## src/rtl/dmem_lsu.sv

```systemverilog
// Load/store unit bridging the single-cycle datapath memory port to a word-wide
// request/acknowledge data memory, with byte-lane steering and a bus timeout.
module dmem_lsu #(
  parameter int ADDR_W  = 32,
  parameter int TIMEOUT = 16
) (
  input  logic              clk,
  input  logic              reset,
  input  logic              memread,
  input  logic              memwrite,
  input  logic              half,
  input  logic              b,
  input  logic [ADDR_W-1:0] addr,
  input  logic [31:0]       wdata,
  output logic [31:0]       readdata,
  output logic              stall,
  output logic              misalign,
  output logic              buserr,
  output logic              mem_req,
  output logic              mem_we,
  output logic [ADDR_W-3:0] mem_addr,
  output logic [3:0]        mem_be,
  output logic [31:0]       mem_wdata,
  input  logic [31:0]       mem_rdata,
  input  logic              mem_ack
);

  typedef enum logic [1:0] {IDLE = 2'd0, BUSY = 2'd1, DONE = 2'd2} state_t;

  localparam bit          USE_TO  = (TIMEOUT != 0);
  localparam logic [31:0] CNT_MAX = 32'(TIMEOUT - 1);

  state_t      state, next_state;
  logic [31:0] cnt;
  logic [31:0] rdata_q;
  logic        err;
  logic        access, is_load, mis, expire;
  logic [3:0]  be_c;
  logic [31:0] wdata_c;

  // Sign-extend the addressed lane of a memory word for byte/halfword loads.
  function automatic logic [31:0] fmt_load(input logic [31:0] w, input logic [1:0] lane,
                                           input logic sz_b, input logic sz_h);
    logic [7:0]  by;
    logic [15:0] hw;
    case (lane)
      2'd0:    by = w[7:0];
      2'd1:    by = w[15:8];
      2'd2:    by = w[23:16];
      2'd3:    by = w[31:24];
      default: by = 8'h00;
    endcase
    hw = lane[1] ? w[31:16] : w[15:0];
    if (sz_b)      return {{24{by[7]}}, by};
    else if (sz_h) return {{16{hw[15]}}, hw};
    else           return w;
  endfunction

  assign access  = memread | memwrite;
  assign is_load = memread & ~memwrite;
  assign mis     = ~b & (half ? addr[0] : (addr[1:0] != 2'b00));
  assign expire  = USE_TO && (cnt == CNT_MAX);
  assign buserr  = err;

  // Byte enables and lane-replicated store data for the requested size.
  always_comb begin
    be_c    = 4'b1111;
    wdata_c = wdata;
    if (b) begin
      be_c    = 4'b0001 << addr[1:0];
      wdata_c = {4{wdata[7:0]}};
    end else if (half) begin
      be_c    = addr[1] ? 4'b1100 : 4'b0011;
      wdata_c = {2{wdata[15:0]}};
    end else begin
      be_c    = 4'b1111;
      wdata_c = wdata;
    end
  end

  // State register.
  always_ff @(posedge clk or posedge reset) begin
    if (reset) state <= IDLE;
    else       state <= next_state;
  end

  // Next-state logic; an ack coinciding with expiry wins as a success.
  always_comb begin
    next_state = state;
    case (state)
      IDLE:    next_state = (access && !mis) ? BUSY : IDLE;
      BUSY:    next_state = (mem_ack || expire) ? DONE : BUSY;
      DONE:    next_state = IDLE;
      default: next_state = IDLE;
    endcase
  end

  // Core-facing outputs; stall and misalign are forced low during reset.
  always_comb begin
    stall    = 1'b0;
    misalign = 1'b0;
    readdata = 32'h0000_0000;
    if (reset) begin
      stall    = 1'b0;
      misalign = 1'b0;
      readdata = 32'h0000_0000;
    end else begin
      case (state)
        IDLE: begin
          stall    = access & ~mis;
          misalign = access & mis;
        end
        BUSY:    stall = 1'b1;
        DONE:    readdata = is_load ? fmt_load(rdata_q, addr[1:0], b, half) : 32'h0000_0000;
        default: stall = 1'b0;
      endcase
    end
  end

  // Memory request registers, timeout counter, captured load word and error flag.
  always_ff @(posedge clk or posedge reset) begin
    if (reset) begin
      mem_req   <= 1'b0;
      mem_we    <= 1'b0;
      mem_addr  <= '0;
      mem_be    <= 4'b0000;
      mem_wdata <= 32'h0000_0000;
      cnt       <= 32'd0;
      rdata_q   <= 32'h0000_0000;
      err       <= 1'b0;
    end else begin
      case (state)
        IDLE: begin
          cnt <= 32'd0;
          if (access && !mis) begin
            mem_req   <= 1'b1;
            mem_we    <= memwrite;
            mem_addr  <= addr[ADDR_W-1:2];
            mem_be    <= be_c;
            mem_wdata <= wdata_c;
          end
        end
        BUSY: begin
          cnt <= cnt + 32'd1;
          if (mem_ack) begin
            mem_req <= 1'b0;
            if (is_load) rdata_q <= mem_rdata;
          end else if (expire) begin
            mem_req <= 1'b0;
            rdata_q <= 32'h0000_0000;
            err     <= 1'b1;
          end
        end
        DONE:    err <= 1'b0;
        default: mem_req <= 1'b0;
      endcase
    end
  end

endmodule

```

## config.mk

```make
export PLATFORM = sky130hd
export DESIGN_NAME = dmem_lsu
export DESIGN_NICKNAME = d
export VERILOG_FILES = /design/src/rtl/dmem_lsu.sv
export SDC_FILE = /design/constraint.sdc
export NUM_CORES = 1
export LEC_CHECK = 0
export CORE_MARGIN = 2
export CORE_UTILIZATION = 48
export CTS_CLUSTER_DIAMETER = 40
export DETAILED_ROUTE_END_ITERATION = 10
export PLACE_DENSITY_LB_ADDON = 0.2
export SYNTH_ARGS = -nofsm -noshare
export SYNTH_HDL_FRONTEND = slang
export SYNTH_SLANG_ARGS = --single-unit
```

## constraint.sdc

```tcl
create_clock -name clk -period 8.15 [get_ports clk]
set_clock_uncertainty 0.05 [all_clocks]
set_input_delay 1.63 -clock clk [delete_from_list [all_inputs] [get_ports clk]]
set_output_delay 1.63 -clock clk [all_outputs]
set_load 0.01 [all_outputs]
```

==> results.cfg <==
[cts]
cts_tree = yes
clk_pin_slew_ps = 50
hold_buffers = 0
cts_max_level = 4
clockBufferDepth = 2
cts_root_buf = clkbuf_16
cts_setup_buffers = 0
cts_buffers = 17
clock_latency_ps = 420
postCtsResizedCells = 0
clkSinkCount = 135

[routing]
via_count = 6035
firstDrtPassIters = 6
vias_per_cell = 5.85
drc = 0
avgRoutedWirePerCell_um = 18.3
drt_wl_total_um = 18900
final_antenna_net_count = 0
first_iter_violations = 450

[worst_setup_path]
cp-end-kind = primary output
critPathKind = in2out
cp-startpoint = b
critPathMaxFanout = 35
r2r-start = state[1]
arrival_ps = 4630
cp.required_ps = 6470
cp-start-kind = primary input

[synthesis]
synth_area_leaders = dfrtp_1 (49%), mux2_2 (12%), a221o_1 (4.7%)
yosys_register_bits = 135
synth_edf_count = 0
yosysSeqAreaShare_pct = 49.5
yosys.area.top_type_share_pct = 49.5
synthCells = 653
syn_nets = 757
synthFlopType = dfrtp_1
syn_area_um2 = 6830
synth_cell_types = 47
synth_top_cell_by_area = dfrtp_1
yosysWarnings = 0
async_reset_ff_share_pct = 100
syn_area_per_cell_um2 = 10.5

[layout]
nets = 944
post-route-util_pct = 68.9
syn_to_final_growth_pct = 40.1
n_antenna_cell = 0
drive_gt1_share_pct = 13.7
finalNonFillerCells = 1032
fillers = 1062

[sta]
slew_violations = 0
timing.final.crit_share_pct = 77.4
worst_pin_slew_ps = 1250
fin_setup_tns_ps = 0
setup_viol = 0
finalHoldViolations = 0
min_period_ps = 6310
rsz0062_at_grt = false
slew_headroom_pct = 16.2
fmax_mhz = 158

[die]
num_rows = 43
die_x_um = 123
ios = 206
fp.dieH_um = 123
initial_core_util_pct = 49.2
die_area_um2 = 15200
coreArea_um2 = 13900

[min_path]
hold_path.startpoint = mem_be[1]
hp-class = reg2reg

[place]
place_inst = 1001
place.gp.congestion = 0.981
io_buffers = 205
hpwl_um = 13200

[global_routing]
grt_pass1_wl_um = 29700
gr-usage-all-layers_pct = 25.2
overflow = 0
antenna_found_initial = 0
grt_max_degree = 76
grt_pass1_vias = 5767

[pwr]
total_power_mw = 2.77
power_per_cell_area_nw_per_um2 = 290
p_leak_nw = 3.86
peakVddDrop_uv = 195

[flow_run]
max-cap-violations = 0

[run_status]
outcome = finished clean
-- placed cells by master, fill, tap and decap left out, types with 6 or more instances in the layout --
| master | netlist | final |
|---|---|---|
| o22ai_1 | 7 | 7 |
| o21ai_0 | 31 | 31 |
| xnor2_1 | 8 | 8 |
| nand2_1 | 58 | 58 |
| clkdlybuf4s50_1 | 0 | 205 |
| nand4_1 | 6 | 6 |
| inv_1 | 16 | 15 |
| clkbuf_16 | 0 | 17 |
| o221ai_1 | 7 | 7 |
| mux2_2 | 73 | 73 |
| or4_1 | 9 | 9 |
| dfrtp_1 | 135 | 135 |
| a21oi_1 | 34 | 34 |
| or3_1 | 8 | 8 |
| and2_1 | 38 | 38 |
| nand3_1 | 9 | 8 |
| nor2_1 | 50 | 50 |
| nor4_1 | 11 | 11 |
| a221o_1 | 32 | 32 |
| and4_1 | 7 | 7 |
| o31ai_1 | 8 | 8 |
| mux2i_1 | 22 | 22 |
-- critical path: stages --
cell and delay (ps):
clkdlybuf4s50_1 460, buf_4 320, clkinv_1 490, or4_1 590, o2111ai_1 460, nor2_1 120, clkdlybuf4s50_1 530
-- path summary, 6_finish.rpt --
path | to | cells past startpoint | slack, ps
worst max-delay path | readdata[17] | 7 | 1840
worst min-delay path | mem_be[1] | 1 | 450
worst max register to register | mem_wdata[2] | 4 | 5510
worst min register to register | mem_be[1] | 1 | 450
max in group asynchronous | mem_be[2] | 3 | 5100
min in group asynchronous | buserr | 2 | 1710
-- logic make-up after synthesis --
kind of cell,synth area share [%]
xor gates and xnor gates,1.03
adders and majority gates,0.183
buffers and inverters,3.50
AOI/OAI and AO/OA,14.0
muxes,15.3
and+or+nand+nor,16.6
DFF,49.5
-- flip-flops by register name, indices dropped and copies added (netlist names) --
| signal | cells |
|---|---|
| state | 2 |
| rdata_q | 32 |
| mem_wdata | 32 |
| cnt | 32 |
| buserr | 1 |
| mem_we | 1 |
| mem_addr | 30 |
| mem_req | 1 |
| mem_be | 4 |
-- metrics by stage --
stage               setup slack (ps)  hold slack (ps)  area (um2)
floorplan                        608              445        6830
global placement                2010              436        9000
detailed placement              1890              442        9000
CTS                             1890              455        9570
global route                    1560              464        9570
finish                          1840              453        9570
-- Yosys cell counts, types with 2 or more instances --
| master | instances |
|---|---|
| buf_1 | 8 |
| o22ai_1 | 7 |
| buf_2 | 5 |
| nor2_1 | 50 |
| a21oi_1 | 34 |
| or2_2 | 3 |
| nor4_1 | 11 |
| nand3_1 | 9 |
| clkinv_1 | 2 |
| mux2_2 | 73 |
| o221ai_1 | 7 |
| nand4_1 | 6 |
| a221o_1 | 32 |
| dfrtp_1 | 135 |
| nor3_1 | 5 |
| and2_1 | 38 |
| a41o_1 | 4 |
| or3_1 | 8 |
| a31oi_1 | 5 |
| xnor2_1 | 8 |
| o31ai_1 | 8 |
| clkbuf_1 | 28 |
| nor2b_1 | 2 |
| nand2b_1 | 5 |
| or4_1 | 9 |
| mux2i_1 | 22 |
| inv_1 | 16 |
| o21ai_0 | 31 |
| nand2_1 | 58 |
| and4_1 | 7 |
-- final cells by class --
class / instances / area, um2 / area share [%]
flip-flops and latches: 135 / 3380 / 35.3
clock inverters: 9 / 100 / 1.05
multi-input cells: 458 / 3230 / 33.8
well taps: 180 / 225 / 2.35
repair buffers: 210 / 2090 / 21.8
inverters: 18 / 72.6 / 0.758
clock buffers: 22 / 474 / 4.95
-- routing by layer --
metal	up-vias	share of wire [%]	track usage [%]
met3	29	7.7	7.01
met1	2992	42	33.3
met5	-	0	0
met4	0	2.0	8.74
li1	2768	-	-
met2	246	48	40.0
-- report_power, final --
part,total [mW],switching [mW],internal [mW]
Combinational,1.01,0.412,0.601
Sequential,1.01,0.139,0.875
Clock,0.746,0.276,0.470
Total,2.77,0.827,1.95
Power figures use the tool's default switching activity.
